$ cat config.mk
export PLATFORM = sky130hd
export DESIGN_NAME = matrix_row_sequencer
export DESIGN_NICKNAME = d
export VERILOG_FILES = /design/src/rtl/matmul_pkg.sv /design/src/rtl/matrix_store.sv /design/src/rtl/matrix_row_sequencer.sv
export SDC_FILE = /design/constraint.sdc
export NUM_CORES = 1
export LEC_CHECK = 0
export BUFFER_PORTS_ARGS = -buffer_cell sky130_fd_sc_hd__buf_4
export CAP_MARGIN = 15
export CORE_MARGIN = 5
export CORE_UTILIZATION = 49
export CTS_CLUSTER_SIZE = 12
export DETAILED_ROUTE_END_ITERATION = 8
export MAX_ROUTING_LAYER = met4
export PLACE_DENSITY = 0.76
export SKIP_CTS_REPAIR_TIMING = 1
export SYNTH_ARGS = -nofsm -noshare
export SYNTH_HDL_FRONTEND = slang
export SYNTH_SLANG_ARGS = --single-unit
$ cat constraint.sdc
create_clock -name clk -period 3.3 [get_ports clk]
set_input_delay 0.165 -clock clk [delete_from_list [all_inputs] [get_ports clk]]
set_output_delay 0.165 -clock clk [all_outputs]
set_load 0.005 [all_outputs]
$ cat src/rtl/matmul_pkg.sv
// Shared types and widths for the vector x matrix front/back end.
package matmul_pkg;

   localparam int ELEM_W = 20;   // width of one A element
   localparam int ACC_W  = 40;   // width of one C element from the array

   typedef enum logic [1:0] {
      LOAD  = 2'd0,
      ISSUE = 2'd1,
      SEND  = 2'd2
   } seq_state_t;

   // Index width for a dimension of n entries, never narrower than 1 bit.
   function automatic int idx_w(input int n);
      return (n > 1) ? $clog2(n) : 1;
   endfunction

endpackage

$ cat src/rtl/matrix_store.sv
// Register array holding matrix A: row-major write pointer with single-element
// writes, and a parallel read of one full row.
module matrix_store
   import matmul_pkg::*;
#(
   parameter int ROWS = 2,
   parameter int COLS = 2
)
(
   input  logic                     clk,
   input  logic                     rst,
   input  logic                     wr_en,
   input  logic [ELEM_W-1:0]        wr_data,
   output logic                     wr_last,
   input  logic [idx_w(ROWS)-1:0]   rd_row,
   output logic [COLS*ELEM_W-1:0]   rd_data
);

   localparam int RW = idx_w(ROWS);
   localparam int CW = idx_w(COLS);

   logic [RW-1:0]     wr_row_q, wr_row_d;
   logic [CW-1:0]     wr_col_q, wr_col_d;
   logic [ELEM_W-1:0] mem_q [0:ROWS-1][0:COLS-1];

   // Pointer advance: column first, then row; wraps to 0 after the last element.
   always_comb begin
      wr_row_d = wr_row_q;
      wr_col_d = wr_col_q;
      if (wr_en) begin
         if (wr_col_q == CW'(COLS-1)) begin
            wr_col_d = '0;
            wr_row_d = (wr_row_q == RW'(ROWS-1)) ? '0 : wr_row_q + RW'(1);
         end else begin
            wr_col_d = wr_col_q + CW'(1);
         end
      end
   end

   // Pointer register; reset discards any partially loaded matrix.
   always_ff @(posedge clk or posedge rst) begin
      if (rst) begin
         wr_row_q <= '0;
         wr_col_q <= '0;
      end else begin
         wr_row_q <= wr_row_d;
         wr_col_q <= wr_col_d;
      end
   end

   // Element storage; contents are kept between passes and simply overwritten.
   always_ff @(posedge clk) begin
      if (wr_en) begin
         mem_q[wr_row_q][wr_col_q] <= wr_data;
      end
   end

   assign wr_last = (wr_row_q == RW'(ROWS-1)) && (wr_col_q == CW'(COLS-1));

   generate
      for (genvar gi = 0; gi < COLS; gi++) begin : g_rd
         assign rd_data[gi*ELEM_W +: ELEM_W] = mem_q[rd_row][gi];
      end
   endgenerate

endmodule

$ cat src/rtl/matrix_row_sequencer.sv
// Loads matrix A as a stream, presents it row by row to the external
// vector x matrix array, and streams the C = A x B results out.
module matrix_row_sequencer
   import matmul_pkg::*;
#(
   parameter int ROWS     = 2,
   parameter int COLS     = 2,
   parameter int OUT_COLS = 2
)
(
   input  logic                        clk,
   input  logic                        rst,
   input  logic                        load_valid,
   output logic                        load_ready,
   input  logic [ELEM_W-1:0]           load_data,
   output logic [COLS*ELEM_W-1:0]      vec_out,
   input  logic [OUT_COLS*ACC_W-1:0]   vals_in,
   output logic                        res_valid,
   input  logic                        res_ready,
   output logic [ACC_W-1:0]            res_data,
   output logic                        res_row_end,
   output logic                        res_last,
   output logic                        busy
);

   localparam int RW = idx_w(ROWS);
   localparam int KW = idx_w(OUT_COLS);

   seq_state_t               state_q, state_d;
   logic [RW-1:0]            r_q, r_d;
   logic [KW-1:0]            k_q, k_d;
   logic [COLS*ELEM_W-1:0]   vec_out_q, vec_out_d;
   logic [ACC_W-1:0]         res_buf_q [0:OUT_COLS-1];
   logic [ACC_W-1:0]         res_buf_d [0:OUT_COLS-1];
   logic                     load_ready_q, load_ready_d;

   logic                     wr_en;
   logic                     wr_last;
   logic [RW-1:0]            rd_row;
   logic [COLS*ELEM_W-1:0]   rd_data;
   logic [COLS*ELEM_W-1:0]   row0_vec;
   logic                     k_last;
   logic                     r_last;

   assign wr_en  = (state_q == LOAD) && load_valid && load_ready_q;
   assign k_last = (k_q == KW'(OUT_COLS-1));
   assign r_last = (r_q == RW'(ROWS-1));

   // Row read ahead: row 0 while loading, the next row while sending.
   assign rd_row = (state_q == SEND) ? r_q + RW'(1) : '0;

   matrix_store #(
      .ROWS (ROWS),
      .COLS (COLS)
   ) u_store (
      .clk     (clk),
      .rst     (rst),
      .wr_en   (wr_en),
      .wr_data (load_data),
      .wr_last (wr_last),
      .rd_row  (rd_row),
      .rd_data (rd_data)
   );

   // Row 0 as seen on the final load edge; with a single row the element
   // being written right now belongs to it and must be forwarded.
   always_comb begin
      row0_vec = rd_data;
      if (ROWS == 1) begin
         row0_vec[(COLS-1)*ELEM_W +: ELEM_W] = load_data;
      end
   end

   // Next-state and datapath updates for the LOAD / ISSUE / SEND sequence.
   always_comb begin
      state_d   = state_q;
      r_d       = r_q;
      k_d       = k_q;
      vec_out_d = vec_out_q;
      res_buf_d = res_buf_q;
      case (state_q)
         LOAD: begin
            if (wr_en && wr_last) begin
               r_d       = '0;
               vec_out_d = row0_vec;
               state_d   = ISSUE;
            end
         end
         ISSUE: begin
            for (int j = 0; j < OUT_COLS; j++) begin
               res_buf_d[j] = vals_in[j*ACC_W +: ACC_W];
            end
            k_d     = '0;
            state_d = SEND;
         end
         SEND: begin
            if (res_ready) begin
               if (!k_last) begin
                  k_d = k_q + KW'(1);
               end else if (!r_last) begin
                  r_d       = r_q + RW'(1);
                  vec_out_d = rd_data;
                  state_d   = ISSUE;
               end else begin
                  state_d = LOAD;
               end
            end
         end
         default: begin
            state_d = LOAD;
         end
      endcase
      load_ready_d = (state_d == LOAD);
   end

   // State and datapath registers; reset abandons any load or send in flight.
   always_ff @(posedge clk or posedge rst) begin
      if (rst) begin
         state_q      <= LOAD;
         r_q          <= '0;
         k_q          <= '0;
         vec_out_q    <= '0;
         load_ready_q <= 1'b0;
         for (int j = 0; j < OUT_COLS; j++) begin
            res_buf_q[j] <= '0;
         end
      end else begin
         state_q      <= state_d;
         r_q          <= r_d;
         k_q          <= k_d;
         vec_out_q    <= vec_out_d;
         load_ready_q <= load_ready_d;
         res_buf_q    <= res_buf_d;
      end
   end

   assign load_ready  = load_ready_q;
   assign vec_out     = vec_out_q;
   assign res_valid   = (state_q == SEND);
   assign res_data    = res_buf_q[k_q];
   assign res_row_end = res_valid && k_last;
   assign res_last    = res_row_end && r_last;
   assign busy        = (state_q != LOAD);

endmodule
==> Word-level counts from Yosys, hierarchy flattened <==
Memory sizes are Yosys's and may differ from the RTL's.
Cells that the tools add are included.
{ "totals": {"reg_bits": 127, "ramBits": 80, "input_bits": 104, "out_inout_bits": 85, "memories": 1} }
{ "memory_table": {"columns": ["name", "depth", "width", "rd", "rd_clocked_by_memory_dff", "wr", "line_no", "rtl"], "rows": [
  ["u_store.mem_q", 2, 40, 1, 0, 1, "matrix_store.sv:24", "logic [ELEM_W-1:0] mem_q [0:ROWS-1][0:COLS-1];"]
]} }
{ "classes": {"addsub": 4, "n_lt_le_gt_ge": 3, "eq_ne": 6, "n_mux": 28, "bitwise": 2, "n_reduce_logical": 16} }
{ "ops": {"columns": ["operator", "count"], "rows": [
  ["two-way mux 40 bit", 8],
  ["case mux 40 bit (2 select lines)", 1],
  ["demux 20 bit (select 1 bit)", 1],
  ["two-way mux 20 bit", 1],
  ["two-way mux 1 bit", 11],
  ["logical AND 1 bit", 7],
  ["two-way mux 2 bit", 3],
  ["inequality test 2 x 1 -> 1 bit, second input constant", 3],
  ["case mux 2 bit (3 select lines)", 1],
  ["nonzero test 2 bit", 3],
  ["AND reduction 5 bit", 1],
  ["adder 1 bit, second input constant", 4],
  [">= comparator 2 bit, second input constant", 2],
  ["logical NOT 2 bit", 2],
  ["inverter 1 -> 2 bit", 2],
  ["case mux 1 bit (2 select lines)", 2],
  ["AND reduction 2 bit", 2],
  ["AND reduction 4 bit", 1],
  ["== test 2 x 1 -> 1 bit, second input constant", 1],
  ["== test 2 bit, second input constant", 1],
  ["less-than comparator 2 x 1 -> 1 bit, second input constant", 1],
  ["inequality test 2 bit, second input constant", 1]
]} }

==> Logic depth before layout (Yosys ltp) <==
Gate-level depths: netlist (run 1).
{ "depth": {"ltp_word": 7, "mapped_depth": 8, "ltp_nobuf": 5} }

==> Cells and area by module <==
A second synthesis (run 1) with hierarchy kept.
{ "hier_totals": {"cells_unflattened": 455, "hier_area_um2": 8215.4} }
{ "by_module_without_submodules": {"columns": ["mod", "instances", "cells_each", "area_each_um2"], "rows": [
  ["matrix_row_sequencer", 1, 320, 5210.0],
  ["matrix_store", 1, 135, 3005.4]
]} }

==> Least setup slack after synthesis (run 1) <==
Ideal clock, no wire load.
{ "synth_timing": {"path_kind": "reg2reg", "startpoint": "register state_q[0]", "endpoint": "memory u_store.mem_q[1][20] (netlist bit) (enable)", "setup_time_ns": 0.427, "t_arrival_ns": 2.267, "setup_slack_ns": 0.607, "stages_incl_launch_ff": 4, "period_less_slack_ns": 2.693, "cell_sequence": "dfrtp_1 -> nand4bb_1 -> buf_2 -> nor3b_1"} }
{ "synth_via": {"elab_chain_cells": 5} }
{ "synth_lines": {"columns": ["item", "line_no", "rtl"], "rows": [
  ["from (decl)", "matrix_row_sequencer.sv:29", "seq_state_t state_q, state_d;"],
  ["from (signal assigned)", "matrix_row_sequencer.sv:128", "state_q <= state_d;"],
  ["logical NOT 2 bit", "matrix_row_sequencer.sv:45", "assign wr_en = (state_q == LOAD) && load_valid && load_ready_q;"],
  ["logical AND 1 bit (2 in series)", "matrix_row_sequencer.sv:45", null],
  ["two-way mux 1 bit", "matrix_store.sv:53", "if (wr_en) begin"],
  ["two-way mux 40 bit (implied by the code)", "matrix_store.sv:54", "mem_q[wr_row_q][wr_col_q] <= wr_data;"],
  ["to (decl)", "matrix_store.sv:24", null]
]} }
No other way between the ends.

==> Worst setup path after layout (run 1) <==
{ "layout_timing": {"startpoint": "register state_q[0]", "endpoint": "register vec_out_q[15] (netlist: vec_out[15])"} }
{ "layout_via": {"elab_chain_cells": 7, "elab_cells_between_ends": 18, "cone_classes": "eq/ne: 5; mux: 6; reduce/logical: 6; memory: 1"} }
{ "layout_lines": {"columns": ["item", "line_no", "rtl"], "rows": [
  ["== test 2 bit", "matrix_row_sequencer.sv:50, matrix_row_sequencer.sv:81", null],
  ["two-way mux 1 bit", "matrix_row_sequencer.sv:50", "assign rd_row = (state_q == SEND) ? r_q + RW'(1) : '0;"],
  ["memory (2 x 40 bit)", null, null],
  ["two-way mux 40 bit", "matrix_row_sequencer.sv:100", "end else if (!r_last) begin"],
  ["two-way mux 40 bit", "matrix_row_sequencer.sv:98", "if (!k_last) begin"],
  ["two-way mux 40 bit", "matrix_row_sequencer.sv:97", "if (res_ready) begin"],
  ["case mux 40 bit (2 select lines)", "matrix_row_sequencer.sv:81", "case (state_q)"],
  ["to (signal assigned)", "matrix_row_sequencer.sv:131", "vec_out_q <= vec_out_d;"],
  ["to (decl)", "matrix_row_sequencer.sv:32", "logic [COLS*ELEM_W-1:0] vec_out_q, vec_out_d;"]
]} }
Parallel ways exist; a longest one is shown, timed or not. The select of a mux whose other input is x is not followed.
A chain may end at the register's enable or synchronous reset.

==> qor.yml, run 1 <==
setup_path:
  ff2ff_setup_slack_ns: 0.82
  crit_path_start_kind: "flop"
  timing.rr.start: "state_q[0]"
  crit_path_start: "state_q[0]"
  ff2ff_path_depth: 6
  critPathRequiredTime_ns: 3.67
  path_max_fanout: 44
  cp.arrival_ns: 2.85
  crit_end: "vec_out[15]"
  critical_path_class: "reg2reg"
  crit_path_end_kind: "flop"
  timing.rr.end: "vec_out[15]"
timing:
  post-route-period-util_pct: 75.01
  tightest_slew_ns: 0.5953
  max_slew_margin_pct: 60.31
  fin_hold_ws_ns: 0.04451
  maxSlewViolCount: 0
  finalSetupTns_ns: 0
  setup_viol: 0
  hold_viol: 0
  rsz0062_at_grt: "no"
  finalCriticalPeriod_ns: 2.475
  max_freq_mhz: 404.0
  fin_skew_ns: 0.01041
logic_synthesis:
  yosysWarningCount: 0
  synth.largest_area_cell: "dfrtp_1"
  synth_top_family_by_area: "multiplexers"
  synth.distinct_cells: 31
  synth_compound_area_share_pct: 11.61
  syn_nets: 657
  synth-simple-area-share_pct: 4.640
  synth_top_area_share_pct: 36.95
  syn-cell-area_um2: 8602
  avgSynthCellArea_um2: 15.56
  ys_top_cells_by_area: "dfrtp_1 (37%), edfxtp_1 (28%), mux2_2 (16%)"
  synth_mux_area_share_pct: 15.71
  synthXorXnorAreaFrac_pct: 0.2036
  yosysSeqAreaShare_pct: 64.87
  syn_inst: 553
  synth_fa_ha_area_share_pct: 0
  ys_seq_elements: 207
drt:
  first_pass_iters: 4
  drt_iter0_drc: 241
  num_vias: 5514
  avgViaCountPerCell: 5.087
  antenna_left: 0
  wirelength_mm: 20.31
  drc: 0
  routedWlPerCell_um: 18.74
global_routing:
  grt_first_pass_wirelength_mm: 29.00
  antenna_found_initial: 0
  grt_overflow: 0
  grt_max_degree: 66
  grt_use_total_pct: 18.48
  grt_pass1_vias: 5501
power_and_ir_drop:
  ir_drop_mv: 0.6235
  pwr_density_cell_nw_per_um2: 909.2
  power.leakage_nw: 4.856
outcome:
  status: "complete, no violations"
job:
  max_cap_viol_count: 0
cts:
  path_clk_slew_ns: 0.06
  htreeDepth: 1
  ctsLongestPathBuffers: 3
  cts_tree: "built"
  clk_latency_ns: 0.50
  cts_buffers: 23
  root_buffer: "clkbuf_16"
  clock_sinks: 207
floorplanning:
  num_rows: 48
  initial_core_util_pct: 49.91
  fp.coreArea_um2: 17240
  die_x_um: 142.5
  die_y_um: 142.5
  io-pin-count: 189
  dieArea_um2: 20300
placement:
  place_inst: 942
  io_buffers: 188
  place.gp.congestion: 0.8179
  hpwl_mm: 12.40
hold_path:
  hold_path.class: "in2reg"
  min_from: "res_ready"
layout:
  area_growth_pct: 38.70
  nNetsFinal: 947
  drive_above_1_share_pct: 46.45
  antenna-diode-count: 0
  layoutNonFillerInstCount: 1084
layout by cell type (no fill, tap or decap), types with 4 or more instances in the layout:
master | netlist | routed
buf_4 | 1 | 198
a31oi_4 | 30 | 30
dfrtp_1 | 127 | 126
nand2_1 | 82 | 82
a21oi_1 | 40 | 40
edfxtp_1 | 80 | 80
clkbuf_1 | 13 | 12
o21ai_0 | 4 | 4
mux2_2 | 119 | 119
dlygate4sd3_1 | 0 | 101
a31oi_2 | 8 | 8
clkbuf_16 | 0 | 23
power by group:
part | total, mW | leakage, nW | internal, mW | switching (mW)
logic | 4.32 | 2.31 | 2.36 | 1.95
clock network | 2.34 | 0.338 | 1.40 | 0.940
registers | 4.19 | 2.21 | 3.66 | 0.527
cells in the mapped netlist, drive strengths merged:
| library cell | n |
|---|---|
| nor2b | 2 |
| nand4bb | 1 |
| nand2 | 83 |
| nand2b | 1 |
| a31oi | 40 |
| a21o | 1 |
| and3 | 1 |
| edfxtp | 80 |
| and2 | 1 |
| a21oi | 40 |
| dfrtp | 127 |
| xnor2 | 2 |
| nor2 | 4 |
| o21ai | 4 |
| o22ai | 1 |
| nor3 | 1 |
| or2 | 2 |
| buf | 24 |
| nor3b | 1 |
| clkbuf | 13 |
| inv | 4 |
| mux2 | 120 |
final cells by class:
class	instances	area [um^2]
inverter	4	21.27
sequential	207	5582
timing repair buffer	302	2557
clock inverter	5	63.81
clock buffer	36	634.4
multi-input combinational	305	2791
fill	1086	5305
tap	225	281.5
cells by family after synthesis:
kind of cell	after synthesis
xor gates and xnor gates	2
muxes	120
AOI/OAI and AO/OA	86
and+or+nand+nor	97
DFF	207
buffers and inverters	41
per-stage QoR:
step / setup slack (ns) / instance area (um^2) / total power [mW] / utilization, %
after floorplan: 0.6067 / 8606 / 6.754 / -
after global placement: 0.9070 / 10220 / 8.228 / 59.31
after detailed placement: 0.7917 / 10220 / 8.414 / 59.31
after CTS: 0.7734 / 10920 / 10.82 / 63.36
after global routing: 0.6247 / 11930 / 11.46 / 69.22
final: 0.8248 / 11930 / 10.85 / 69.22
registers in the layout, summed over array words and instances, names as in the netlist:
name and flops:
k_last 1, load_ready 1, r_last 1, res_buf_q 80
state_q 2, u_store.mem_q 80, u_store.wr_col_q 1, u_store.wr_row_q 1
vec_out 40
worst min path at each step:
stage	end	slack, ns	cells after the start
global route	r_last	0.06	3
detailed placement	res_buf_q[2]	0.22	2
floorplan	u_store.mem_q[0][0]	0.26	0
finish	r_last	0.04	3
CTS	res_buf_q[20]	-0.32	2
global placement	res_buf_q[2]	0.21	2
worst max-delay path, cell delays in order (launching register included):
cell	delay (ns)
dfrtp_1	0.42
nand2b_2	0.51
inv_4	0.32
nand2_2	0.17
and2_4	0.48
buf_12	0.31
a31oi_2	0.12
routing by layer:
metal | routed length, um | track usage [%] | up-vias
met5 | 0 | - | -
met4 | 471 | 4.352 | 0
met3 | 1260 | 4.133 | 40
met2 | 10410 | 31.23 | 190
met1 | 8172 | 22.80 | 2709
li1 | - | - | 2575
No activity file was read; power rests on OpenSTA's default activity.
==> run 2: changes to the inputs <==
CORE_UTILIZATION = 54   (was 49)
PLACE_DENSITY = 0.79   (was 0.76)
clock period = 2.3 ns   (was 3.3 ns; I/O delays follow)
==> qor.yml, run 2 (synthesis gave the netlist of run 1 again) <==
placement:
  hpwl_mm: 12.46  # was 12.40 mm
  io_buffers: 188  # unchanged
  place.gp.congestion: 0.8110  # was 0.8179
  place_ws_ns: 0.4585  # was 0.7917 ns
  place_inst: 937  # was 942
  place_area_um2: 10250  # was 10220 um^2
power_and_ir_drop:
  pwr_density_cell_nw_per_um2: 1305  # was 909.2 nW/um^2
  ir_drop_mv: 0.9338  # was 0.6235 mV
  total_power_mw: 15.57  # was 10.85 mW
  power.leakage_nw: 4.869  # was 4.856 nW
cts:
  cts_tree: "built"  # unchanged
  clock_sinks: 207  # unchanged
  root_buffer: "clkbuf_16"  # unchanged
  clk_latency_ns: 0.50  # about the same
  path_clk_slew_ns: 0.06  # about the same
  htreeDepth: 1  # unchanged
  ctsLongestPathBuffers: 3  # unchanged
  cts_buffers: 22  # was 23
timing:
  setup_ws_ns: 0.1865  # was 0.8248 ns
  finalSetupTns_ns: 0  # unchanged
  max_slew_margin_pct: 54.88  # was 60.31%
  fin_hold_ws_ns: 0.01125  # was 0.04451 ns
  tightest_slew_ns: 0.6768  # was 0.5953 ns
  finalCriticalPeriod_ns: 2.113
  maxSlewViolCount: 0  # unchanged
  hold_viol: 0  # unchanged
  rsz0062_at_grt: "no"  # unchanged
  post-route-period-util_pct: 91.89
  max_freq_mhz: 473.2
  setup_viol: 0  # unchanged
  fin_skew_ns: 0.007996  # was 0.01041 ns
global_routing:
  antenna_found_initial: 1  # was 0
  grt_pass1_vias: 5570  # was 5501
  grt_use_total_pct: 20.60  # was 18.48%
  grt_first_pass_wirelength_mm: 29.12  # was 29.00 mm
  grt_max_degree: 70  # was 66
  grt_overflow: 0  # unchanged
job:
  max_cap_viol_count: 0  # unchanged
layout:
  layout_common_cells: "buf_4 (202), dfrtp_1 (126), mux2_2 (119), dlygate4sd3_1 (101), nand2_1 (82)"  # was buf_4 (198), dfrtp_1 (126), mux2_2 (119), dlygate4sd3_1 (101), nand2_1 (82)
  area_growth_pct: 38.78  # was 38.70%
  layoutNonFillerInstCount: 1078  # was 1084
  final_common_cell: "buf_4"  # unchanged
  drive_above_1_share_pct: 46.81  # was 46.45%
  fin_area_um2: 11940  # was 11930 um^2
  utilization_pct: 75.70  # was 69.22%
  fillers: 931  # was 1086
  nNetsFinal: 950  # was 947
floorplanning:
  dieArea_um2: 18550  # was 20300 um^2
  initial_core_util_pct: 54.55  # was 49.91%
  num_rows: 46  # was 48
  die_y_um: 136.2  # was 142.5 um
  die_x_um: 136.2  # was 142.5 um
  fp.coreArea_um2: 15770  # was 17240 um^2
  io-pin-count: 189  # unchanged
setup_path:
  cp.arrival_ns: 2.00  # was 2.85 ns
  critPathRequiredTime_ns: 2.18  # was 3.67 ns
  critical_path_class: "reg2out"  # was reg2reg
  crit_path_start: "state_q[0]"  # unchanged
  path_max_fanout: 42  # was 44
  timing.rr.start: "state_q[1]"  # was state_q[0]
  crit_path_end_kind: "primary output"  # was flop
  crit_path_start_kind: "flop"  # unchanged
drt:
  num_vias: 5612  # was 5514
  drt_iter0_drc: 267  # was 241
  avgViaCountPerCell: 5.206  # was 5.087
  drc: 0  # unchanged
  routedWlPerCell_um: 19.57  # was 18.74 um
  antenna_left: 0  # unchanged
  first_pass_iters: 4  # unchanged
  wirelength_mm: 21.10  # was 20.31 mm
outcome:
  status: "complete, no violations"  # unchanged
hold_path:
  hold_path.class: "in2reg"  # unchanged
  min_from: "res_ready"  # unchanged
[run 2: changes by cell type in the layout (fill, tap and decap cells not counted), sizes merged]
cell,before,now
bufinv,1,0
inv,4,3
buf,201,205
clkinv,3,4
clkbuf,36,35
diode,0,1
[run 2: critical path, cell delays in order, from the launching register on]
cell and delay [ns]:
dfrtp_1 0.42, nand2b_2 0.27, inv_4 0.10, buf_4 0.38, and3_1 0.23, buf_4 0.11
[run 2: cell type report]
cell class                      instances  area, um^2  share of cell area [%]
Sequential cell                       207        5582                   46.76
Antenna cell                            1       2.502                 0.02096
Tap cell                              216       270.3                   2.264
Timing Repair Buffer                  306        2587                   21.67
Inverter                                4       21.27                  0.1782
Clock inverter                          4       30.03                  0.2515
Clock buffer                           35       640.6                   5.366
Multi-Input combinational cell        305        2804                   23.49
[run 2: where the power goes]
part           internal [mW]  total (mW)  switching, mW
clock network           1.91        3.24           1.33
registers               5.25        6.03          0.781
logic                   3.45        6.30           2.85
[run 2: worst paths after layout]
check | to | depth (start not counted) | slack, ns
worst max-delay path | res_last | 5 | 0.19
worst min-delay path | k_last | 4 | 0.01
worst max register to register | vec_out[24] | 6 | 0.38
worst min register to register | res_buf_q[18] | 1 | 0.50
max in group asynchronous | res_buf_q[58] | 4 | 1.39
min in group asynchronous | res_buf_q[26] | 4 | 0.37
[run 2: metal layers]
metal | up-vias | part of all wire, % | wire [um] | GRT usage, %
met5 | - | 0 | 0 | -
met4 | 0 | 3.0 | 627 | 6.271
met3 | 46 | 7.5 | 1577 | 5.366
met2 | 215 | 52 | 11000 | 34.92
met1 | 2765 | 37 | 7895 | 24.29
li1 | 2586 | - | - | -
==> run 3: changes to the inputs <==
CTS_BUF_LIST = sky130_fd_sc_hd__clkbuf_16   (was unset)
==> qor.yml, run 3 (synthesis gave the netlist of run 1 again) <==
power_and_ir_drop:
  swShare_pct: 32.07  # was 31.90%
  switching_power_mw: 4.954  # was 4.969 mW
  pwr_density_cell_nw_per_um2: 1296  # was 1305 nW/um^2
  clock_power_share_pct: 20.3  # was 20.8%
  combPwrFrac_pct: 40.7  # was 40.4%
  p_seq_share_pct: 39.0  # was 38.7%
  ir_drop_mv: 0.9340  # was 0.9338 mV
  power.leakage_nw: 4.899  # was 4.869 nW
  internal_power_mw: 10.49  # was 10.60 mW
drt:
  avgViaCountPerCell: 5.246  # was 5.206
  wirelength_mm: 20.97  # was 21.10 mm
  first_pass_iters: 4  # unchanged
  antenna_left: 0  # unchanged
  routedWlPerCell_um: 19.45  # was 19.57 um
  drt_iter0_drc: 198  # was 267
  drc: 0  # unchanged
  num_vias: 5655  # was 5612
placement:
  place_area_um2: 10250  # unchanged
  hpwl_mm: 12.46  # unchanged
  place_inst: 937  # unchanged
  io_buffers: 188  # unchanged
  place.gp.congestion: 0.8110  # unchanged
cts:
  htreeDepth: 1  # unchanged
  clk_latency_ns: 0.50  # about the same
  clock_sinks: 207  # unchanged
  ctsLongestPathBuffers: 3  # unchanged
  root_buffer: "clkbuf_16"  # unchanged
  cts_tree: "built"  # unchanged
  path_clk_slew_ns: 0.06  # about the same
  cts_buffers: 22  # unchanged
layout:
  area_growth_pct: 38.55  # was 38.78%
  layout_common_cells: "buf_4 (202), dfrtp_1 (126), mux2_2 (119), dlygate4sd3_1 (101), nand2_1 (82)"  # unchanged
  drive_above_1_share_pct: 46.57  # was 46.81%
  layoutNonFillerInstCount: 1078  # unchanged
  final_common_cell: "buf_4"  # unchanged
  fin_area_um2: 11920  # was 11940 um^2
  nNetsFinal: 950  # unchanged
timing:
  hold_viol: 0  # unchanged
  max_freq_mhz: 473.0  # was 473.2 MHz
  rsz0062_at_grt: "no"  # unchanged
  fin_skew_ns: 0.009972  # was 0.007996 ns
  fin_hold_ws_ns: 0.01388  # was 0.01125 ns
  finalSetupTns_ns: 0  # unchanged
  setup_viol: 0  # unchanged
  max_slew_margin_pct: 55.04  # was 54.88%
  finalCriticalPeriod_ns: 2.114  # was 2.113 ns
  post-route-period-util_pct: 91.92  # was 91.89%
  tightest_slew_ns: 0.6744  # was 0.6768 ns
  maxSlewViolCount: 0  # unchanged
floorplanning:
  fp.coreArea_um2: 15770  # unchanged
  dieArea_um2: 18550  # unchanged
  io-pin-count: 189  # unchanged
  die_x_um: 136.2  # unchanged
  initial_core_util_pct: 54.55  # unchanged
  die_y_um: 136.2  # unchanged
  num_rows: 46  # unchanged
global_routing:
  grt_max_degree: 70  # unchanged
  grt_pass1_vias: 5572  # was 5570
  antenna_found_initial: 1  # unchanged
  grt_first_pass_wirelength_mm: 29.11  # was 29.12 mm
  grt_use_total_pct: 20.59  # was 20.60%
  grt_overflow: 0  # unchanged
setup_path:
  crit_path_cell_trace: "nand2b_2, inv_4, buf_4, and3_1, buf_4"  # unchanged
  cpMaxStageDelayCell: "dfrtp_1"  # unchanged
  crit_path_start_kind: "flop"  # unchanged
  cp.arrival_ns: 2.00  # about the same
  timing.rr.start: "state_q[1]"  # unchanged
  timing.rr.end: "vec_out[24]"  # unchanged
  crit_path_start: "state_q[0]"  # unchanged
  critical_path_class: "reg2out"  # unchanged
  crit_path_max_incr_delay_ns: 0.42  # about the same
  ff2ff_setup_slack_ns: 0.39  # was 0.38 ns
  path_max_fanout: 42  # unchanged
  cp_num_buf_inv: 3  # unchanged
  critPathTopFamily: "buffers and inverters"  # unchanged
  critPathRequiredTime_ns: 2.18  # about the same
  crit_end: "res_last"  # unchanged
  ff2ff_path_depth: 6  # unchanged
  crit_path_end_kind: "primary output"  # unchanged
  cpMostUsedCell: "buf_4"  # unchanged
  crit_cells: 5  # unchanged
job:
  max_cap_viol_count: 0  # unchanged
hold_path:
  hold_path.class: "in2reg"  # unchanged
outcome:
  status: "complete, no violations"  # unchanged
[run 3: changes by cell type in the layout (fill, tap and decap cells not counted)]
cell | previous run | this run
clkbuf_1 | 10 | 0
inv_1 | 2 | 12
clkbuf_8 | 2 | 0
clkinv_1 | 1 | 3
[run 3: stage by stage]
stage	total power [mW]	setup WS [ns]	util, %
finish	15.45	0.1859	75.57
global placement	11.87	0.5273	65.02
global route	16.30	0.06380	75.57
floorplan	9.697	0.06113	-
detailed placement	12.13	0.4585	65.02
CTS	15.36	0.1209	69.14
[run 3: routing by layer]
layer / up-vias / global-route usage [%] / part of all wire [%]
li1: 2585 / - / -
met1: 2817 / 24.36 / 38
met5: - / - / 0
met2: 202 / 34.78 / 52
met3: 51 / 5.329 / 7.0
met4: 0 / 6.383 / 3.2
[run 3: worst min-delay path by stage]
stage                       startpoint                   to  slack, ns  depth (start not counted)
after floorplan           load_data[0]  u_store.mem_q[0][0]       0.21                          0
after global placement             rst        res_buf_q[29]       0.30                          3
after detailed placement           rst        res_buf_q[34]       0.31                          3
after CTS                          rst        res_buf_q[34]      -0.22                          3
after global routing         res_ready               k_last       0.02                          4
final                        res_ready               k_last       0.01                          4
[run 3: area by class of cell]
cell class | count | area (um^2)
fillers | 932 | 3852
well taps | 216 | 270.3
inverters | 4 | 21.27
clock buffers | 23 | 575.6
diodes | 1 | 2.502
clock inverters | 16 | 75.07
multi-input cells | 305 | 2804
flip-flops and latches | 207 | 5582
repair buffers | 306 | 2587
[run 3: tightest hold or removal path, cell delays in order]
cell and delay, ns:
buf_4 0.08, nor2b_1 0.12, o21ai_0 0.07, o21ai_0 0.07
[run 3: power by group through the flow]
| stage | Sequential (mW) | Combinational, mW | Clock [mW] |
|---|---|---|---|
| after floorplan | 5.81 | 3.88 | 0 |
| after global placement | 5.94 | 5.93 | 0 |
| after detailed placement | 6.02 | 6.12 | 0 |
| after CTS | 5.98 | 6.16 | 3.22 |
| after global routing | 6.17 | 6.77 | 3.36 |
| final | 6.03 | 6.29 | 3.13 |
